File: config.mk
export PLATFORM = sky130hd
export DESIGN_NAME = pipe_cla_adder_flat
export DESIGN_NICKNAME = d
export VERILOG_FILES = /design/src/rtl/pipe_cla_adder_if.sv /design/src/rtl/pipe_cla_adder.sv /design/src/flat_wrapper.sv
export SDC_FILE = /design/constraint.sdc
export NUM_CORES = 1
export LEC_CHECK = 0
export BUFFER_PORTS_ARGS = -buffer_cell sky130_fd_sc_hd__buf_2
export CAP_MARGIN = 30
export CORE_MARGIN = 5
export CORE_UTILIZATION = 51
export CTS_CLUSTER_DIAMETER = 80
export DETAILED_ROUTE_END_ITERATION = 12
export PLACE_DENSITY = 0.8
export SETUP_SLACK_MARGIN = 0.5
export SYNTH_ARGS = -nofsm -noshare
export SYNTH_HDL_FRONTEND = slang
export SYNTH_SLANG_ARGS = --single-unit
File: constraint.sdc
create_clock -name clock -period 4.9 [get_ports clock]
set_clock_uncertainty 0.2 [all_clocks]
set_input_delay 0.245 -clock clock [delete_from_list [all_inputs] [get_ports clock]]
set_output_delay 0.245 -clock clock [all_outputs]
set_load 0.05 [all_outputs]
File: src/rtl/pipe_cla_adder_if.sv
// Operand/result handshake bundle for pipe_cla_adder.
// PIPE_ADDER_SAT_EN adds the per-operation saturate request.
interface pipe_cla_adder_if #(
  parameter int WIDTH = 32
);
  logic             in_valid;
  logic             in_ready;
  logic [WIDTH-1:0] a;
  logic [WIDTH-1:0] b;
  logic             cin;
  logic             sub;
`ifdef PIPE_ADDER_SAT_EN
  logic             saturate;
`endif
  logic             out_valid;
  logic             out_ready;
  logic [WIDTH-1:0] sum;
  logic             cout;
  logic             overflow;

  modport master (
`ifdef PIPE_ADDER_SAT_EN
    output saturate,
`endif
    output in_valid, a, b, cin, sub, out_ready,
    input  in_ready, out_valid, sum, cout, overflow
  );

  modport slave (
`ifdef PIPE_ADDER_SAT_EN
    input  saturate,
`endif
    input  in_valid, a, b, cin, sub, out_ready,
    output in_ready, out_valid, sum, cout, overflow
  );
endinterface

File: src/rtl/pipe_cla_adder.sv
// Pipelined carry-lookahead adder/subtractor with valid/ready back-pressure.
// Define PIPE_ADDER_SAT_EN to enable signed saturation on overflow.
module pipe_cla_adder #(
  parameter int WIDTH  = 32,
  parameter int BLOCK  = 8,
  parameter int STAGES = 2
) (
  input  logic              clock,
  input  logic              reset,
  pipe_cla_adder_if.slave   bus
);
  localparam int NBLK = WIDTH / BLOCK;
  localparam int BPS  = NBLK / STAGES;

  // Rank s holds an operation waiting for stage s: operands (B already
  // inverted for subtract), low sum bits finished so far, and the carry in.
  logic [STAGES-1:0]            vld_q;
  logic [STAGES-1:0]            cry_q;
  logic [STAGES-1:0][WIDTH-1:0] sum_q;
  logic [STAGES-1:0][WIDTH-1:0] opa_q;
  logic [STAGES-1:0][WIDTH-1:0] opb_q;
`ifdef PIPE_ADDER_SAT_EN
  logic [STAGES-1:0]            sat_q;
`endif

  logic             out_vld_q;
  logic [WIDTH-1:0] out_sum_q, out_sum_d;
  logic             out_cout_q, out_cout_d;
  logic             out_ovf_q, out_ovf_d;

  logic [STAGES-1:0][WIDTH-1:0] st_sum;
  logic [STAGES-1:0]            st_cry;
  logic                         c_msb;
  logic                         adv;

  // Handshake: a transfer happens on a rising edge where valid and ready are
  // both high. All ranks move together; the pipe stalls only when a result
  // is waiting and the consumer is not ready, so out_ready feeds in_ready.
  assign adv          = !out_vld_q || bus.out_ready;
  assign bus.in_ready = adv && !reset;

  assign bus.out_valid = out_vld_q;
  assign bus.sum       = out_sum_q;
  assign bus.cout      = out_cout_q;
  assign bus.overflow  = out_ovf_q;

  always_comb begin
    logic cc, ci, bg, bp, gi, pi;
    int   idx;
    st_sum = '0;
    st_cry = '0;
    c_msb  = 1'b0;
    cc = 1'b0; ci = 1'b0; bg = 1'b0; bp = 1'b0; gi = 1'b0; pi = 1'b0;
    idx = 0;
    for (int s = 0; s < STAGES; s++) begin
      st_sum[s] = sum_q[s];
      cc        = cry_q[s];
      for (int kb = 0; kb < BPS; kb++) begin
        bg = 1'b0;
        bp = 1'b1;
        ci = cc;
        for (int i = 0; i < BLOCK; i++) begin
          idx = (s * BPS + kb) * BLOCK + i;
          gi  = opa_q[s][idx] & opb_q[s][idx];
          pi  = opa_q[s][idx] ^ opb_q[s][idx];
          st_sum[s][idx] = pi ^ ci;
          if (idx == WIDTH - 1) c_msb = ci;
          ci = gi | (pi & ci);
          bg = gi | (pi & bg);
          bp = bp & pi;
        end
        // Block lookahead: next block's carry from this block's G/P only.
        cc = bg | (bp & cc);
      end
      st_cry[s] = cc;
    end
  end

  always_comb begin
    out_cout_d = st_cry[STAGES-1];
    out_ovf_d  = c_msb ^ st_cry[STAGES-1];
    out_sum_d  = st_sum[STAGES-1];
`ifdef PIPE_ADDER_SAT_EN
    if (sat_q[STAGES-1] && out_ovf_d) begin
      out_sum_d = opa_q[STAGES-1][WIDTH-1] ? {1'b1, {(WIDTH-1){1'b0}}}
                                           : {1'b0, {(WIDTH-1){1'b1}}};
    end
`endif
  end

  always_ff @(posedge clock) begin
    if (reset) begin
      vld_q      <= '0;
      cry_q      <= '0;
      sum_q      <= '0;
      opa_q      <= '0;
      opb_q      <= '0;
`ifdef PIPE_ADDER_SAT_EN
      sat_q      <= '0;
`endif
      out_vld_q  <= 1'b0;
      out_sum_q  <= '0;
      out_cout_q <= 1'b0;
      out_ovf_q  <= 1'b0;
    end else if (adv) begin
      vld_q[0] <= bus.in_valid && bus.in_ready;
      opa_q[0] <= bus.a;
      opb_q[0] <= bus.sub ? ~bus.b : bus.b;
      cry_q[0] <= bus.sub | bus.cin;
      sum_q[0] <= '0;
`ifdef PIPE_ADDER_SAT_EN
      sat_q[0] <= bus.saturate;
`endif
      for (int s = 1; s < STAGES; s++) begin
        vld_q[s] <= vld_q[s-1];
        opa_q[s] <= opa_q[s-1];
        opb_q[s] <= opb_q[s-1];
        sum_q[s] <= st_sum[s-1];
        cry_q[s] <= st_cry[s-1];
`ifdef PIPE_ADDER_SAT_EN
        sat_q[s] <= sat_q[s-1];
`endif
      end
      out_vld_q  <= vld_q[STAGES-1];
      out_sum_q  <= out_sum_d;
      out_cout_q <= out_cout_d;
      out_ovf_q  <= out_ovf_d;
    end
  end
endmodule

File: src/flat_wrapper.sv
// flat-port wrapper written by rule: the top's interface ports become plain ports
module pipe_cla_adder_flat 
#(
  parameter int WIDTH  = 32,
  parameter int BLOCK  = 8,
  parameter int STAGES = 2
)
  (clock, reset, bus_in_valid, bus_a, bus_b, bus_cin, bus_sub, bus_out_ready, bus_in_ready, bus_out_valid, bus_sum, bus_cout, bus_overflow);
  pipe_cla_adder_if #(.WIDTH(WIDTH)) bus_i ();
  input  logic clock;
  input  logic reset;
  input wire logic [$bits(bus_i.in_valid)-1:0] bus_in_valid;
  input wire logic [$bits(bus_i.a)-1:0] bus_a;
  input wire logic [$bits(bus_i.b)-1:0] bus_b;
  input wire logic [$bits(bus_i.cin)-1:0] bus_cin;
  input wire logic [$bits(bus_i.sub)-1:0] bus_sub;
  input wire logic [$bits(bus_i.out_ready)-1:0] bus_out_ready;
  output wire logic [$bits(bus_i.in_ready)-1:0] bus_in_ready;
  output wire logic [$bits(bus_i.out_valid)-1:0] bus_out_valid;
  output wire logic [$bits(bus_i.sum)-1:0] bus_sum;
  output wire logic [$bits(bus_i.cout)-1:0] bus_cout;
  output wire logic [$bits(bus_i.overflow)-1:0] bus_overflow;
  assign bus_i.in_valid = bus_in_valid;
  assign bus_i.a = bus_a;
  assign bus_i.b = bus_b;
  assign bus_i.cin = bus_cin;
  assign bus_i.sub = bus_sub;
  assign bus_i.out_ready = bus_out_ready;
  assign bus_in_ready = bus_i.in_ready;
  assign bus_out_valid = bus_i.out_valid;
  assign bus_sum = bus_i.sum;
  assign bus_cout = bus_i.cout;
  assign bus_overflow = bus_i.overflow;
  pipe_cla_adder #(.WIDTH(WIDTH), .BLOCK(BLOCK), .STAGES(STAGES)) u_core (.clock(clock), .reset(reset), .bus(bus_i));
endmodule
==> summary.txt <==
Status: finished, final reports clean
Post-synthesis net count: 903
Synth warnings: 0
Port-buffer cells: 105
Worst Path Max Fanout: 3
GRT Overall Usage: 22.4%
Post-detailed-placement half-perimeter wirelength: 10,100 µm
Core Footprint: 12,700 µm²
CP Data Required Time: 5010 ps
Max-cap violations: 0
Most used cells in the layout excluding fill and tap cells: 222 x nand2_1, 138 x dfxtp_1, 111 x a21oi_1
Area occupied by multi-input gates: 3610 µm²
Storage cell area: 3040 µm²
Clock latency at the later pin of the worst-skew pair: 420 ps
Maximum vdd ir drop: 0.000302 V
Worst setup path category: reg -> reg
Path category of the worst min-delay check: in -> reg
Filler cells: 962
Syn Area/Cell: 8.66 µm²
Utilization after layout: 69.4%
Ratio of cells with drive above 1 in the final layout: 20.6%
Post-Synthesis Cell Area: 6700 µm²
Worst hold slack: 130 ps
Library cell occupying the most area in the post-synthesis netlist: dfxtp_1
TritonRoute pass-1 iters: 5
Clock period minus final worst setup slack: 4580 ps
Area grow syn2layout: 31.8%
Leading register cell type out of synthesis: dfxtp_1
Cell at the root of the clock tree: clkbuf_16
Final TNS setup: 0 ps
Total of flip-flops plus latches after synthesis: 151
Number of cells produced by synthesis: 773
Number of hold-slack violations in the final timing report: 0
Number of different library cells in the post-synthesis netlist: 36
Number of primary I/O pins: 106
RSZ-0062 raised after global routing: yes
Average wire length per cell after detail routing: 16.1 µm
Global route total overflow: 0
Worst rel slew slack: 42.3%
Fin. max-slew vios: 0
Most frequent standard cell in the layout excluding fill and tap cells: nand2_1
Die span in x: 125 µm
Achievable Freq: 218 MHz
Floorplan die area: 15,500 µm²
Critical Path Start Type: flop
Critical path's most frequent cell: fa_2
Fraction of the cycle the final worst path needs: 93.5%
Largest net degree at the start of global routing: 86
Initial DRC Count: 462
Share of synthesized flip-flops with an asynchronous set or reset: 0%
DR vias: 5,929
Area contributors post-synth: dfxtp_1 45%, nand2_1 12%, a21oi_1 8.7%
Crit-path max cell delay: 390 ps
Arrival time reported for the critical path endpoint: 4690 ps
Initial antenna violation count: 1
Power per unit of standard cell area: 365 nW/µm²
Post-route antenna net violation count: 0
Least-Margin Pin Slew: 865 ps
Detail-routed via count per cell: 5.36
CP max stage cell: fa_2
Clock tree from TritonCTS: done
Number of enable-type register cells in the synthesized netlist: 0
First-pass GRT wire length: 28,500 µm
Longest Clk Path Bufs: 2
Crit end category: flop
Row count: 41
Sequential element share of the synthesized area: 45.1%
CTS sink count: 151
Critical path, cell by cell: ha_4 > a21oi_4 > nor2b_4 > nor4_4 > o21bai_1 > a21o_1 > fa_2 > fa_2 > fa_2 > fa_2 > fa_2 > fa_2 > fa_2 > a21boi_0 > o41ai_1
DRC violation count after routing: 0
GPL Wtd Cong: 0.827
Register-to-register setup slack: 320 ps
Starting density of the core: 52.6%
Leakage power: 3.80 nW
Via count of the first global-routing pass: 5,905
# H-tree levels: 4
Number of nets in the layout: 1,053
Share of the synthesized area in the top cell type: 45.1%
Clock edge transition at the registers on the reported setup and hold paths: 60 ps
Die height: 125 µm
Final count of negative-setup-slack endpoints: 0
Clock buffers created by TritonCTS: 17
Final Routed Wirelength: 17,800 µm
[cell type report]
| cell class | instances | share of cell area, % |
|---|---|---|
| Tap cell | 172 | 2.44 |
| Antenna cell | 1 | 0.0284 |
| Timing Repair Buffer | 186 | 14.9 |
| Inverter | 8 | 0.340 |
| Clock buffer | 20 | 5.18 |
| Sequential cell | 151 | 34.5 |
| Clock inverter | 9 | 1.72 |
| Multi-Input combinational cell | 559 | 40.9 |
[synthesized netlist by cell type (5+ instances only)]
| library cell | count |
|---|---|
| inv_1 | 8 |
| buf_2 | 5 |
| fa_1 | 28 |
| clkbuf_1 | 45 |
| buf_1 | 5 |
| a211oi_1 | 40 |
| nor2_1 | 48 |
| dfxtp_1 | 151 |
| xnor2_1 | 35 |
| a21oi_1 | 117 |
| nand2_1 | 222 |
| ha_1 | 32 |
[worst max-delay path, delay by kind of cell, from the launching register on]
family,cells,cell delay [ps]
fa+ha+maj,8,2720
simple gates,2,310
compound gates,5,870
flops,1,360
[report_power, final]
part / switching, mW / total (mW) / internal (mW) / leakage [nW]
clock network: 0.488 / 1.36 / 0.868 / 0.298
registers: 0.0713 / 1.40 / 1.32 / 1.25
logic: 0.269 / 0.468 / 0.198 / 2.25
[per-layer routing]
layer  up-vias  global-route usage, %  routed length, µm
met1      2791                   25.6               7240
li1       2886                      -                  -
met5         -                      0                  0
met3        54                   6.69               1060
met2       198                   39.2               8970
met4         0                   8.58                571
[path summary, 6_finish.rpt]
path / from / end / depth (start not counted)
setup / recovery: u_core.opb_q[51] / u_core.bus.overflow / 15
hold / removal: reset / u_core.bus.out_valid / 2
setup reg to reg: u_core.opb_q[51] / u_core.bus.overflow / 15
hold reg to reg: u_core.bus.sum[22] / u_core.bus.sum[22] / 2
[through the flow]
stage	total power [mW]	worst slack, ps	cells	instance area (µm²)
global placement	1.80	288	1001	7320
floorplan	1.69	511	773	6730
CTS	3.20	369	1101	8730
global route	3.34	147	1106	8820
finish	3.22	317	1106	8820
detailed placement	1.81	142	1002	7340
[timing repair]
item,4_1_cts,5_1_grt
pin swaps,10,9
hold endpoints to repair,68,0
buffers inserted,3,4
hold buffers,67,0
gates resized for setup,21,16
gates cloned,0,0
setup endpoints to repair,6,5
[kinds of logic after synthesis]
logic type / after synthesis / synth area share [%]
XOR/XNOR: 36 / 4.71
AO/OA/AOI/OAI: 175 / 15.3
adder cells (fa/ha/maj): 60 / 14.3
buffers and inverters: 63 / 3.62
flip-flops: 151 / 45.1
AND/OR/NAND/NOR: 288 / 16.9
[registers in the layout, indices dropped and copies added (netlist names)]
register	cells
u_core.opa_q	48
u_core.opb_q	48
u_core.bus.sum	32
u_core.out_sum_d	16
u_core.cry_q	2
u_core.vld_q	2
u_core.bus.cout	1
u_core.bus.out_valid	1
u_core.bus.overflow	1
No activity file was read; power rests on OpenSTA's default activity.
